File: config.mk
export PLATFORM = sky130hd
export DESIGN_NAME = tlul_rsp_intg_gen_buf
export DESIGN_NICKNAME = d
export VERILOG_FILES = /design/src/rtl/tlul_pkg.sv /design/src/rtl/tlul_rsp_intg_enc.sv /design/src/rtl/tlul_rsp_intg_gen_buf.sv
export SDC_FILE = /design/constraint.sdc
export NUM_CORES = 1
export LEC_CHECK = 0
export CAP_MARGIN = 20
export CORE_MARGIN = 2
export CORE_UTILIZATION = 46
export CTS_CLUSTER_SIZE = 20
export DETAILED_ROUTE_END_ITERATION = 8
export PLACE_DENSITY_LB_ADDON = 0.2
export SLEW_MARGIN = 25
export SYNTH_ARGS = -nofsm -noshare
export SYNTH_HDL_FRONTEND = slang
export SYNTH_SLANG_ARGS = --single-unit
File: constraint.sdc
create_clock -name clk_i -period 1.9 [get_ports clk_i]
set_clock_uncertainty 0.15 [all_clocks]
set_input_delay 0.19 -clock clk_i [delete_from_list [all_inputs] [get_ports clk_i]]
set_output_delay 0.19 -clock clk_i [all_outputs]
set_load 0.01 [all_outputs]
File: src/rtl/tlul_pkg.sv
// TL-UL response-channel types plus the SECDED encode/decode helpers used for
// response-command and data integrity.
package tlul_pkg;

  localparam int D2HRspMaxWidth = 57;
  localparam int DataMaxWidth   = 32;

  typedef enum logic [2:0] {
    AccessAck     = 3'h0,
    AccessAckData = 3'h1
  } tl_d_op_e;

  typedef struct packed {
    logic [6:0] rsp_intg;
    logic [6:0] data_intg;
  } tl_d_user_t;

  typedef struct packed {
    logic       d_valid;
    tl_d_op_e   d_opcode;
    logic [2:0] d_param;
    logic [1:0] d_size;
    logic [7:0] d_source;
    logic       d_sink;
    logic [DataMaxWidth-1:0] d_data;
    tl_d_user_t d_user;
    logic       d_error;
    logic       a_ready;
  } tl_d2h_t;

  typedef struct packed {
    tl_d_op_e   opcode;
    logic [1:0] size;
    logic       error;
  } tl_d2h_rsp_intg_t;

  function automatic tl_d2h_rsp_intg_t extract_d2h_rsp_intg(tl_d2h_t tl);
    tl_d2h_rsp_intg_t r;
    r.opcode = tl.d_opcode;
    r.size   = tl.d_size;
    r.error  = tl.d_error;
    return r;
  endfunction

  // Inverted Hsiao code: the XOR constant keeps all-zero words from being valid.
  function automatic logic [63:0] prim_secded_inv_64_57_enc(logic [56:0] d);
    logic [63:0] o;
    o = 64'(d);
    o[57] = ^(o & 64'h0103FFF800007FFF);
    o[58] = ^(o & 64'h017C1FF801FF801F);
    o[59] = ^(o & 64'h01BDE1F87E0781E1);
    o[60] = ^(o & 64'h01DEEE3B8E388E22);
    o[61] = ^(o & 64'h01EF76CDB2C93244);
    o[62] = ^(o & 64'h01F7BB56D5525488);
    o[63] = ^(o & 64'h01FBDDA769A46910);
    return o ^ 64'h5400000000000000;
  endfunction

  function automatic logic [38:0] tlul_data_integ_enc(logic [31:0] d);
    logic [38:0] o;
    o = 39'(d);
    o[32] = ^(o & 39'h002606BD25);
    o[33] = ^(o & 39'h00DEBA8050);
    o[34] = ^(o & 39'h00413D89AA);
    o[35] = ^(o & 39'h0031234ED1);
    o[36] = ^(o & 39'h00C2C1323B);
    o[37] = ^(o & 39'h002DCC624C);
    o[38] = ^(o & 39'h0098505586);
    return o ^ 39'h2A00000000;
  endfunction

  // Decoders report only "syndrome non-zero"; correction is not needed here.
  function automatic logic prim_secded_inv_64_57_dec(logic [63:0] cw);
    logic [63:0] ref_cw;
    ref_cw = prim_secded_inv_64_57_enc(cw[56:0]);
    return |(ref_cw[63:57] ^ cw[63:57]);
  endfunction

  function automatic logic tlul_data_integ_dec(logic [38:0] cw);
    logic [38:0] ref_cw;
    ref_cw = tlul_data_integ_enc(cw[31:0]);
    return |(ref_cw[38:32] ^ cw[38:32]);
  endfunction

endpackage

File: src/rtl/tlul_rsp_intg_enc.sv
// Combinational D-channel integrity generator: fills d_user.rsp_intg and
// d_user.data_intg, everything else passes through untouched.
module tlul_rsp_intg_enc
  import tlul_pkg::*;
(
  input  tl_d2h_t tl_i,
  output tl_d2h_t tl_o
);

  logic [63:0] rsp_cw;
  logic [38:0] data_cw;

  always_comb begin
    rsp_cw  = prim_secded_inv_64_57_enc(D2HRspMaxWidth'(extract_d2h_rsp_intg(tl_i)));
    data_cw = tlul_data_integ_enc(tl_i.d_data);
    tl_o    = tl_i;
    tl_o.d_user.rsp_intg  = rsp_cw[63:57];
    tl_o.d_user.data_intg = data_cw[38:32];
  end

endmodule

File: src/rtl/tlul_rsp_intg_gen_buf.sv
// Device-side response stage: integrity-encode each D beat, then hold it in a
// 2-entry buffer until the host accepts it. Optional self-check on the read
// entry is enabled by defining TLUL_RSP_INTG_SELFCHK_EN.
module tlul_rsp_intg_gen_buf
  import tlul_pkg::*;
(
  input  logic    clk_i,
  input  logic    rst_ni,
  input  tl_d2h_t tl_d2h_i,
  output logic    rsp_ready_o,
  input  logic    d_ready_i,
  output tl_d2h_t tl_d2h_o,
  output logic    err_o
);

  tl_d2h_t       enc;
  tl_d2h_t [1:0] mem_q;
  logic          wr_ptr_q, rd_ptr_q;
  logic [1:0]    count_q, count_d;
  logic          out_vld, push, pop;

  tlul_rsp_intg_enc u_enc (
    .tl_i (tl_d2h_i),
    .tl_o (enc)
  );

  assign out_vld     = (count_q != 2'd0);
  assign rsp_ready_o = (count_q != 2'd2);
  assign push        = tl_d2h_i.d_valid & rsp_ready_o;
  assign pop         = out_vld & d_ready_i;

  always_comb begin
    count_d = count_q;
    unique case ({push, pop})
      2'b10:   count_d = count_q + 2'd1;
      2'b01:   count_d = count_q - 2'd1;
      default: count_d = count_q;
    endcase
  end

  always_ff @(posedge clk_i or negedge rst_ni) begin
    if (!rst_ni) begin
      mem_q    <= '0;
      wr_ptr_q <= 1'b0;
      rd_ptr_q <= 1'b0;
      count_q  <= 2'd0;
    end else begin
      if (push) begin
        mem_q[wr_ptr_q] <= enc;
        wr_ptr_q        <= ~wr_ptr_q;
      end
      if (pop) rd_ptr_q <= ~rd_ptr_q;
      count_q <= count_d;
    end
  end

  // Idle output is all-zero so stale entries never leak onto the bus.
  always_comb begin
    tl_d2h_o = '0;
    if (out_vld) begin
      tl_d2h_o         = mem_q[rd_ptr_q];
      tl_d2h_o.d_valid = 1'b1;
    end
    tl_d2h_o.a_ready = tl_d2h_i.a_ready;
  end

`ifdef TLUL_RSP_INTG_SELFCHK_EN
  tl_d2h_t rd_ent;
  logic    dec_err, err_q;

  always_comb begin
    rd_ent  = mem_q[rd_ptr_q];
    dec_err = prim_secded_inv_64_57_dec({rd_ent.d_user.rsp_intg,
                                         D2HRspMaxWidth'(extract_d2h_rsp_intg(rd_ent))}) |
              tlul_data_integ_dec({rd_ent.d_user.data_intg, rd_ent.d_data});
  end

  always_ff @(posedge clk_i or negedge rst_ni) begin
    if (!rst_ni) err_q <= 1'b0;
    else         err_q <= err_q | (out_vld & dec_err);
  end

  assign err_o = err_q;
`else
  assign err_o = 1'b0;
`endif

endmodule
## Word-level counts from Yosys, hierarchy flattened

Cells that the tools add are included.

| word-level totals | value |
|---|---|
| bits in registers | 136 |
| latch bits | 0 |
| RAM bits | 0 |
| bits in read-only memories | 0 |
| output and inout bits | 68 |
| memories | 0 |

| cells by class | value |
|---|---|
| add/subtract/negate cells | 2 |
| $mul | 0 |
| divide/modulo/power cells | 0 |
| order comparisons | 3 |
| equal/unequal tests | 3 |
| shift operators | 0 |
| multiplexer cells | 7 |
| bitwise gates (word level) | 6 |
| reductions and logical operators | 17 |

Operators with widths:

| cell | count |
|---|---|
| XOR reduction 64 bit | 7 |
| XOR reduction 39 bit | 7 |
| bitwise mux 132 bit | 1 |
| 2-to-1 mux 66 bit | 2 |
| 2-to-1 mux 65 bit | 2 |
| demux 66 bit (select 1 bit) | 1 |
| inverter 3 bit | 2 |
| < comparator 1 x 2 -> 1 bit, second input constant | 2 |
| one-hot mux 2 bit (2 select lines) | 1 |
| nonzero test 2 bit | 2 |
| adder 2 x 1 -> 2 bit, second input constant | 1 |
| AND 1 bit | 2 |
| == test 2 x 1 -> 1 bit, second input constant | 1 |
| == test 2 bit, second input constant | 1 |
| inequality test 2 bit, second input constant | 1 |
| inverter 1 bit | 2 |
| subtractor 2 x 1 -> 2 bit, second input constant | 1 |
| greater-or-equal comparator 1 bit, second input constant | 1 |
| logical AND 1 bit | 1 |

## Depth between registers and ports, before layout

Gate-level depths: netlist (run 1).

| depth | value |
|---|---|
| depth in word-level cells | 5 |
| depth in mapped cells | 7 |
| gate-level depth less buffers | 7 |

## By module

Synthesis (run 1) repeated with hierarchy kept, for this count alone.

| unflattened totals | value |
|---|---|
| cell total of the unflattened synthesis | 546 |
| area, all modules | 7707.4 um2 |

Modules (own cells, without submodules):

| module | instances | cells an instance | area an instance (um2) | seq. area each (um2) |
|---|---|---|---|---|
| tlul_rsp_intg_gen_buf | 1 | 434 | 6557.5 | 3303.2 |
| tlul_rsp_intg_enc | 1 | 112 | 1149.9 | 0.0 |

## Worst setup path after synthesis (run 1)

No wires, ideal clock.

| path | value |
|---|---|
| path kind | register to register |
| from | register count_q[0] |
| to | register mem_q[100] (netlist name) |
| data arrival time | 1624 ps |
| slack | 1 ps |
| cell stages (with the launch flop) | 6 |
| path buffers | 2 |
| clock period less this slack | 1899 ps |
| cell sequence | dfrtp_1 > nand2b_1 > nand3_1 > clkbuf_1 > buf_2 > mux2_2 |

| between the ends | value |
|---|---|
| cells in the longest elaborated chain, start to end | 2 |

Ends and longest elaborated chain:

| what | line | text |
|---|---|---|
| start, declared | tlul_rsp_intg_gen_buf.sv:19 | `logic [1:0] count_q, count_d;` |
| start signal, assigned | tlul_rsp_intg_gen_buf.sv:53 | `count_q <= count_d;` |
| inequality test 2 bit | tlul_rsp_intg_gen_buf.sv:28 | `assign rsp_ready_o = (count_q != 2'd2);` |
| via rsp_ready_o | tlul_rsp_intg_gen_buf.sv:10 | `output logic rsp_ready_o,` |
| AND 1 bit | tlul_rsp_intg_gen_buf.sv:29 | `assign push = tl_d2h_i.d_valid & rsp_ready_o;` |
| end signal, assigned by index | tlul_rsp_intg_gen_buf.sv:49 | `mem_q[wr_ptr_q] <= enc;` |
| end, declared | tlul_rsp_intg_gen_buf.sv:17 | `tl_d2h_t [1:0] mem_q;` |

The timed path passes the listed nets, and every way through them passes these cells.
A chain may end at the register's enable or synchronous reset.

==> metrics.csv, run 1 <==
metric,value,unit
status,finished with violations,
failing checks,negative setup slack,
drt via density,5.06,
setup violators final,42,
clk root buf,clkbuf_16,
setup ws final,-0.121,ns
Final min period,2.02,ns
post-route cell area,8840,sq um
Leakage,4.19,nW
DP Worst Slack,-0.470,ns
ys flop type,dfrtp_1,
CP Capture Type,output port,
row cnt,43,
total gr overflow,0,
top-count cell post-synth,dfrtp_1,
total clock sinks,128,
"EDFF count, synth",0,
Vias,4321,
cell area power density,1800,nW/um^2
CTS tree,yes,
I/O Buffers,119,
Ys Warns,0,
Max Fclk,495,MHz
DP HPWL,10600,um
CP Launch Type,register,
Final Util,64.2,%
n_diodes,0,
Area Overhead vs Synth,37.2,%
leading area contributor after synthesis,dfrtp_1,
Die Y,122,um
largest net degree at the start of global routing,50,
Non-Filler Instances,854,
Total GRT Usage,21.7,%
Final Max Slew Viols,0,
Routed Antenna Nets,0,
number of DRC markers in iteration 0,149,
synthesized area per cell,13.2,sq um
critical path arrival,1.68,ns
Chip Width,122,um
vias in the first global route,4632,
most frequent cells after synthesis,"dfrtp_1 (128), mux2_2 (116), nor2_1 (67)",
H-tree levels,4,
cell count after synthesis,490,
Ports,137,
Clock transition at path regs,0.05,ns
Layout Nets,734,
Fin. Hold Viols,0,
sequential share of the synthesized area,49.7,%
overall power,15.9,mW
Yosys cell types,23,
starting density of the core,46.8,%
max cap viols,0,
area taken by flip-flops and latches,3210,sq um
CTS max path bufs,2,
WL/cell,18.3,um
Yosys reg bits,128,
multi-input logic area,3210,sq um
syn_nets,560,
Synth top area share,49.7,%
Peak supply drop,0.929,mV
CP Class,register to output port,
Skew-Pair Late Insertion Delay,0.41,ns
"FFs w/ async S/R, synth",100,%
CP Max Fanout,7,
dpl cells,810,
Filler Cells Inserted,1136,
CP required,1.56,ns
Synth area leaders,"dfrtp_1 (50%), mux2_2 (20%), mux2i_1 (9.9%)",
drt pass-1 iters,4,
placed cell area,8240,sq um
DRC violations left,0,
layout cells sized above 1,42.4,%
clock buffer count from CTS,17,
initial antenna violation count,0,
period utilisation layout,106,%
final wirelength,15600,um
core region area,13800,sq um
first-pass GRT wire length,24300,um
class of the worst hold path,input port to register,
DIE AREA,15000,sq um
RSZ-0062 raised after global routing,true,
Final GP Congestion,0.775,
cell area after technology mapping,6450,sq um
-- what timing repair did --
action	4_1_cts	5_1_grt
resized for setup	255	32
hold endpoints to repair	128	0
setup buffers	7	3
cloned	3	3
hold buffers	1	0
setup endpoints to repair	70	74
pin swaps	8	16
-- flip-flops by register name (all words and copies together) (netlist names) --
register and flops:
count_q 2, mem_q 124, rd_ptr_q 1, wr_ptr_q 1
-- layout make-up --
type                    instances  share of cell area, %
repair buffers                187                   19.2
well taps                     180                   2.55
inverters                       3                  0.127
clock buffers                  28                   5.51
clock inverters                 1                 0.0566
flip-flops and latches        128                   36.3
multi-input cells             327                   36.3
-- through the flow --
| stage | hold slack (ns) | setup TNS [ns] |
|---|---|---|
| after floorplan | -0.256 | 0 |
| after global placement | -0.0199 | -5.23 |
| after detailed placement | -0.0143 | -5.75 |
| after CTS | 0.0908 | -3.96 |
| after global routing | 0.0772 | -6.10 |
| final | 0.0576 | -1.74 |
-- cell families after synthesis --
family | after synthesis | share of synthesized area [%]
AO/OA/AOI/OAI | 6 | 0.466
XOR/XNOR | 64 | 12.2
adder cells (fa/ha/maj) | 1 | 0.194
buffers and inverters | 35 | 2.64
flip-flops | 128 | 49.7
multiplexers | 180 | 30.2
other | 1 | 0.0582
AND/OR/NAND/NOR | 75 | 4.54
-- worst max-delay path: stages, from the launching register on --
cell and delay [ns]:
dfrtp_4 0.54, buf_6 0.16, buf_12 0.14, mux2i_4 0.18, nor2_2 0.11, buf_2 0.14
-- per-layer routing --
layer	vias to the layer above	track usage, %	part of all wire [%]
li1	2018	-	-
met1	2183	26.9	41
met2	102	36.5	51
met3	18	6.13	5.6
met4	0	7.69	2.0
met5	-	0	0
-- power by group --
group | switching [mW] | internal, mW
Combinational | 3.69 | 4.51
Sequential | 0.784 | 4.16
Clock | 1.04 | 1.71
-- final timing paths --
path	start	to	slack, ns	cells after the start
worst max register to register	count_q[0]	count_q[1]	0.07	8
min in group asynchronous	rst_ni	mem_q[103]	0.09	2
worst max-delay path	rd_ptr_q	tl_d2h_o[12]	-0.12	5
worst min register to register	mem_q[76]	mem_q[76]	0.33	2
worst min-delay path	tl_d2h_i[45]	mem_q[45]	0.06	2
max in group asynchronous	rst_ni	mem_q[29]	0.89	3
-- layout by cell type (no fill, tap or decap), types with 2 or more instances in the layout --
| master | instances |
|---|---|
| a21oi_1 | 3 |
| buf_12 | 10 |
| buf_16 | 2 |
| buf_2 | 53 |
| buf_4 | 46 |
| buf_6 | 6 |
| buf_8 | 3 |
| clkbuf_1 | 9 |
| clkbuf_16 | 20 |
| clkbuf_8 | 2 |
| clkdlybuf4s50_1 | 43 |
| dfrtp_1 | 127 |
| dlygate4sd2_1 | 10 |
| dlymetal6s2s_1 | 7 |
| inv_1 | 3 |
| mux2_2 | 116 |
| mux2i_1 | 57 |
| mux2i_2 | 5 |
| mux2i_4 | 2 |
| nand2_1 | 4 |
| nor2_1 | 62 |
| nor2_2 | 4 |
| o21ai_0 | 3 |
| xnor2_1 | 32 |
| xnor2_2 | 6 |
| xnor3_1 | 13 |
| xor2_1 | 8 |
| xor2_2 | 2 |
| xor3_1 | 2 |
Power figures use the tool's default switching activity.
==> inputs of run 2 (changes only) <==
--- a/config.mk
+++ b/config.mk
@@ -6,7 +6,6 @@
 export NUM_CORES = 1
 export LEC_CHECK = 0
 export CAP_MARGIN = 20
-export CORE_MARGIN = 2
 export CORE_UTILIZATION = 46
 export CTS_CLUSTER_SIZE = 20
 export DETAILED_ROUTE_END_ITERATION = 8
==> run 2 against run 1 <==
The run still ends with negative setup slack left. Register-to-register slack got worse by 0.13 ns. Combinational power rose by 20%. Critical path type unchanged. Clock power is 16% higher. Worst hold slack lost 0.027 ns. Die area fell by 3.2%. Via count up 8.6%.
==> metrics.csv, run 2 (synthesized netlist as in run 1, its figures left out) <==
metric,value,unit,change
setup TNS,-5.34,ns,-3.60 ns
CP Launch Type,register,,
Max Fclk,482,MHz,-2.7%
layout cells sized above 1,48.5,%,+6.0 points
drt via density,5.21,,+3.0%
placed cell area,8330,sq um,+1.1%
setup ws final,-0.176,ns,-0.0555 ns
number of DRC markers in iteration 0,214,,+44%
status,finished with violations,,
most frequent cells in the layout,"dfrtp_1 (127), mux2_2 (69), buf_4 (65)",,
I/O Buffers,119,,unchanged
CTS tree,yes,,
Final Util,72.0,%,+7.8 points
Total GRT Usage,23.1,%,+1.4 points
DRC violations left,0,,unchanged
Routed Antenna Nets,0,,unchanged
class of the worst hold path,input port to register,,
drt pass-1 iters,4,,unchanged
critical path arrival,1.74,ns,+0.06 ns
Chip Width,120,um,-1.6%
CP required,1.56,ns,about the same
DIE AREA,14500,sq um,-3.2%
RSZ-0062 raised after global routing,true,,
Largest register FFs,124,,unchanged
Hold WS,0.0307,ns,-0.0268 ns
"commonest non-fill, non-tap cell in the layout",dfrtp_1,,
Critical Path Slowest Stage Cell,dfrtp_4,,
overall power,18.1,mW,+14%
clock buffer count from CTS,17,,unchanged
Vias,4691,,+8.6%
dpl cells,814,,+0.49%
core region area,13500,sq um,-2.3%
Final Max Slew Viols,0,,unchanged
reg2reg setup slack,-0.06,ns,-0.13 ns
CP Capture Type,output port,,
crit-path max cell delay,0.55,ns,about the same
Final min period,2.08,ns,+0.0555 ns
max cap viols,0,,unchanged
CTS max path bufs,2,,unchanged
WL/cell,20.2,um,+11%
post-route cell area,9680,sq um,+9.5%
setup violators final,98,,+130%
Layout Nets,781,,+6.4%
starting density of the core,47.9,%,+1.1 points
H-tree levels,4,,unchanged
row cnt,42,,-2.3%
cell area power density,1870,nW/um^2,+4.0%
Ports,137,,unchanged
Skew-Pair Late Insertion Delay,0.42,ns,about the same
clk root buf,clkbuf_16,,
first-pass GRT wire length,25000,um,+2.9%
Area Overhead vs Synth,50.2,%,
CP Cell Sequence,buf_6 -> clkbuf_16 -> mux2i_1 -> nor2_1 -> buf_2,,
period utilisation layout,109,%,+2.9 points
DP HPWL,10500,um,-1.4%
final wirelength,18200,um,+17%
Largest regs,"mem_q x124, count_q x2",,
CP Class,register to output port,,
Die Y,120,um,-1.6%
Biggest register,mem_q,,
Peak supply drop,1.09,mV,+17%
DP Worst Slack,-0.509,ns,-0.0395 ns
vias in the first global route,4834,,+4.4%
n_diodes,0,,unchanged
initial antenna violation count,0,,unchanged
total clock sinks,128,,unchanged
total gr overflow,0,,unchanged
Non-Filler Instances,900,,+5.4%
CP Max Fanout,7,,unchanged
Leakage,4.73,nW,+13%
Clock transition at path regs,0.06,ns,about the same
failing checks,negative setup slack,,
Final GP Congestion,0.761,,-1.9%
largest net degree at the start of global routing,43,,-14%
Fin. Hold Viols,0,,unchanged
## run 2: cell count changes in the layout (fill, tap and decap cells not counted), sizes merged, moves of 2 or more
cell	before	now
clkdlybuf4s15	2	0
clkinv	1	6
clkinvlp	0	3
buf	120	168
bufinv	0	2
dlygate4sd2	10	2
## run 2: area by class of cell
type                       instances  area, sq um
fill                             941         3770
multi-input combinational        328         3410
sequential                       128         3210
timing repair buffer             233         2250
clock buffer                      21          470
tap                              176          220
clock inverter                    11          113
inverter                           3         11.3
## run 2: metal layers
layer / part of all wire (%) / GRT usage, % / vias to the layer above
met5: 0 / 0 / -
met3: 6.3 / 5.47 / 35
li1: - / - / 2122
met4: 2.9 / 10.0 / 0
met2: 49 / 38.6 / 173
met1: 42 / 28.7 / 2361
## run 2: path summary, 6_finish.rpt
kind / from / endpoint / cells past startpoint
min in group asynchronous: rst_ni / mem_q[39] / 2
max reg2reg: count_q[0] / mem_q[39] / 7
max in group asynchronous: rst_ni / mem_q[74] / 3
max: rd_ptr_q / tl_d2h_o[23] / 5
min: tl_d2h_i[45] / mem_q[111] / 2
min reg2reg: mem_q[77] / mem_q[77] / 2
## run 2: critical path: cells and delay by family (launching register included)
family	cells	cell delay, ns
buf+inv	3	0.50
mux	1	0.13
simple gates	1	0.13
flops	1	0.55
## run 2: power by group
part / internal [mW] / total, mW / leakage, nW / switching (mW)
logic: 5.63 / 9.85 / 2.94 / 4.22
clock network: 2.02 / 3.20 / 0.284 / 1.19
registers: 4.16 / 5.04 / 1.50 / 0.877
## run 2: what timing repair did
item                       4_1_cts  5_1_grt
hold buffers                     1        1
pin swaps                        8       15
setup buffers                   20       22
gates cloned                     4       11
hold endpoints to repair       128        2
resized for setup              274      106
setup endpoints to repair       72      127
==> inputs of run 3 (changes only) <==
--- a/config.mk
+++ b/config.mk
@@ -6,6 +6,7 @@
 export NUM_CORES = 1
 export LEC_CHECK = 0
 export CAP_MARGIN = 20
+export CORE_ASPECT_RATIO = 2
 export CORE_UTILIZATION = 46
 export CTS_CLUSTER_SIZE = 20
 export DETAILED_ROUTE_END_ITERATION = 8
==> run 3 against run 2 <==
The flow still finishes with violations (negative setup slack). Largest power group unchanged. Clock power grew 5%. Sequential cell count is the same. Cell count shrank 2.9%. First-iteration DRC count shrank 20%. Maximum frequency grew 4.8%. Non-clock buffer count shrank 35. Via count shrank 6.2%. Die area grew 0.19%. Cell area shrank 5.6%. Register-to-register slack gained 0.09 ns. Critical path type unchanged. Total power shrank 6.3%. Worst hold slack lost 0.021 ns.
==> metrics.csv, run 3 (synthesized netlist as in run 1, its figures left out) <==
metric,value,unit,change
multi-input logic area,3250,sq um,-4.9%
starting density of the core,47.4,%,-0.48 points
failing checks,negative setup slack,,
CP Capture Type,output port,,
crit-path max cell delay,0.50,ns,-0.05 ns
final wirelength,17200,um,-5.7%
Clock transition at path regs,0.06,ns,about the same
DRC violations left,0,,unchanged
grt peak-use layer,met2,,
Final min period,1.98,ns,-0.0946 ns
status,finished with violations,,
Skew-Pair Late Insertion Delay,0.41,ns,about the same
CP Max Fanout,9,,+2
post-route cell area,9140,sq um,-5.6%
drt via density,5.03,,-3.4%
CTS tree,yes,,
largest net degree at the start of global routing,56,,+30%
Critical Path Slowest Stage Cell,dfrtp_4,,
clock buffer count from CTS,17,,unchanged
clk root buf,clkbuf_16,,
met1 usage,25.7,%,-3.0 points
DIE AREA,14500,sq um,+0.19%
Final Max Slew Viols,0,,unchanged
Vias,4400,,-6.2%
Chip Width,85.7,um,-29%
cell area power density,1850,nW/um^2,-0.78%
period utilisation layout,104,%,-5.0 points
total clock sinks,128,,unchanged
total gr overflow,0,,unchanged
H-tree levels,4,,unchanged
Area Overhead vs Synth,41.8,%,
class of the worst hold path,input port to register,,
max cap viols,0,,unchanged
number of DRC markers in iteration 0,171,,-20%
"commonest non-fill, non-tap cell in the layout",dfrtp_1,,
critical path arrival,1.64,ns,-0.10 ns
Leakage,4.32,nW,-8.7%
setup ws final,-0.0818,ns,+0.0946 ns
setup TNS,-1.37,ns,+3.97 ns
Max Fclk,505,MHz,+4.8%
CP Class,register to output port,,
row cnt,60,,+43%
Die Y,169,um,+41%
CP required,1.56,ns,about the same
overall power,17.0,mW,-6.3%
met2 usage,47.0,%,+8.4 points
drt pass-1 iters,4,,unchanged
M3 GR Usage,5.25,%,-0.22 points
CP Cell Sequence,buf_12 -> buf_16 -> mux2i_1 -> nor2_1 -> buf_2,,
WL/cell,19.6,um,-2.9%
Layout Nets,745,,-4.6%
RSZ-0062 raised after global routing,true,,
most frequent cells in the layout,"dfrtp_1 (126), mux2_2 (116), nor2_1 (64)",,
Filler Cells Inserted,1010,,+7.3%
core region area,13600,sq um,+1.0%
Largest register FFs,124,,unchanged
Routed Antenna Nets,0,,unchanged
layout cells sized above 1,46.1,%,-2.4 points
area taken by flip-flops and latches,3210,sq um,about the same
I/O Buffers,119,,unchanged
n_diodes,0,,unchanged
DP HPWL,11000,um,+4.5%
placed cell area,8260,sq um,-0.81%
CTS max path bufs,2,,unchanged
Largest regs,"mem_q x124, count_q x2",,
CP Launch Type,register,,
Ports,137,,unchanged
Final GP Congestion,0.793,,+4.3%
Biggest register,mem_q,,
vias in the first global route,4731,,-2.1%
Total GRT Usage,24.3,%,+1.1 points
Fin. Hold Viols,0,,unchanged
setup violators final,42,,-57%
initial antenna violation count,0,,unchanged
first-pass GRT wire length,26000,um,+4.0%
Peak supply drop,1.17,mV,+7.2%
[run 3: changes by cell type in the layout (fill, tap and decap cells not counted), sizes merged, moves of 2 or more]
| cell | change |
|---|---|
| buf | -30 |
| clkbuf | -7 |
| clkinv | -2 |
| inv | +2 |
[run 3: critical path: cells and delay by family, from the launching register on]
kind,cells,cell delay (ns)
flip-flops,1,0.50
buffers and inverters,3,0.48
AND/OR/NAND/NOR,1,0.14
multiplexers,1,0.11
[run 3: layer usage]
metal | part of all wire [%] | vias up
met3 | 3.1 | 19
met5 | 0 | -
li1 | - | 2048
met1 | 36 | 2227
met4 | 1.9 | 0
met2 | 59 | 106
[run 3: layout make-up]
type                    instances  area share (%)
clock buffers                  20            5.00
well taps                     186            2.55
inverters                       3           0.123
multi-input cells             327            35.5
repair buffers                198            20.0
clock inverters                12            1.72
flip-flops and latches        128            35.1
[run 3: repair_timing]
action / CTS / global route
hold buffers: 1 / 0
pin swaps: 11 / 13
setup buffers: 10 / 2
gates resized for setup: 297 / 21
endpoints found under the hold margin: 128 / 0
setup endpoints to repair: 73 / 105
cloned: 3 / 7
[run 3: report_power, final]
group	switching, mW	internal (mW)
clock network	1.21	2.14
registers	0.831	4.16
logic	3.86	4.74
total	5.91	11.0
[run 3: metrics by stage]
step | cells | hold WS, ns | util, % | worst slack, ns
CTS | 866 | 0.0940 | 65.7 | -0.121
global route | 874 | 0.0183 | 67.3 | -0.140
global placement | 820 | -0.00782 | 60.8 | -0.415
floorplan | 490 | -0.256 | - | 0.00117
finish | 874 | 0.0102 | 67.3 | -0.0818
detailed placement | 820 | -0.00321 | 60.8 | -0.458
[run 3: final timing paths]
kind,from,slack (ns),depth (start not counted),endpoint
max in group asynchronous,rst_ni,0.87,3,mem_q[101]
min,tl_d2h_i[33],0.01,2,mem_q[99]
min reg2reg,mem_q[78],0.34,2,mem_q[78]
max reg2reg,count_q[1],0.03,5,mem_q[54]
min in group asynchronous,rst_ni,0.10,2,mem_q[128]
max,rd_ptr_q,-0.08,5,tl_d2h_o[11]
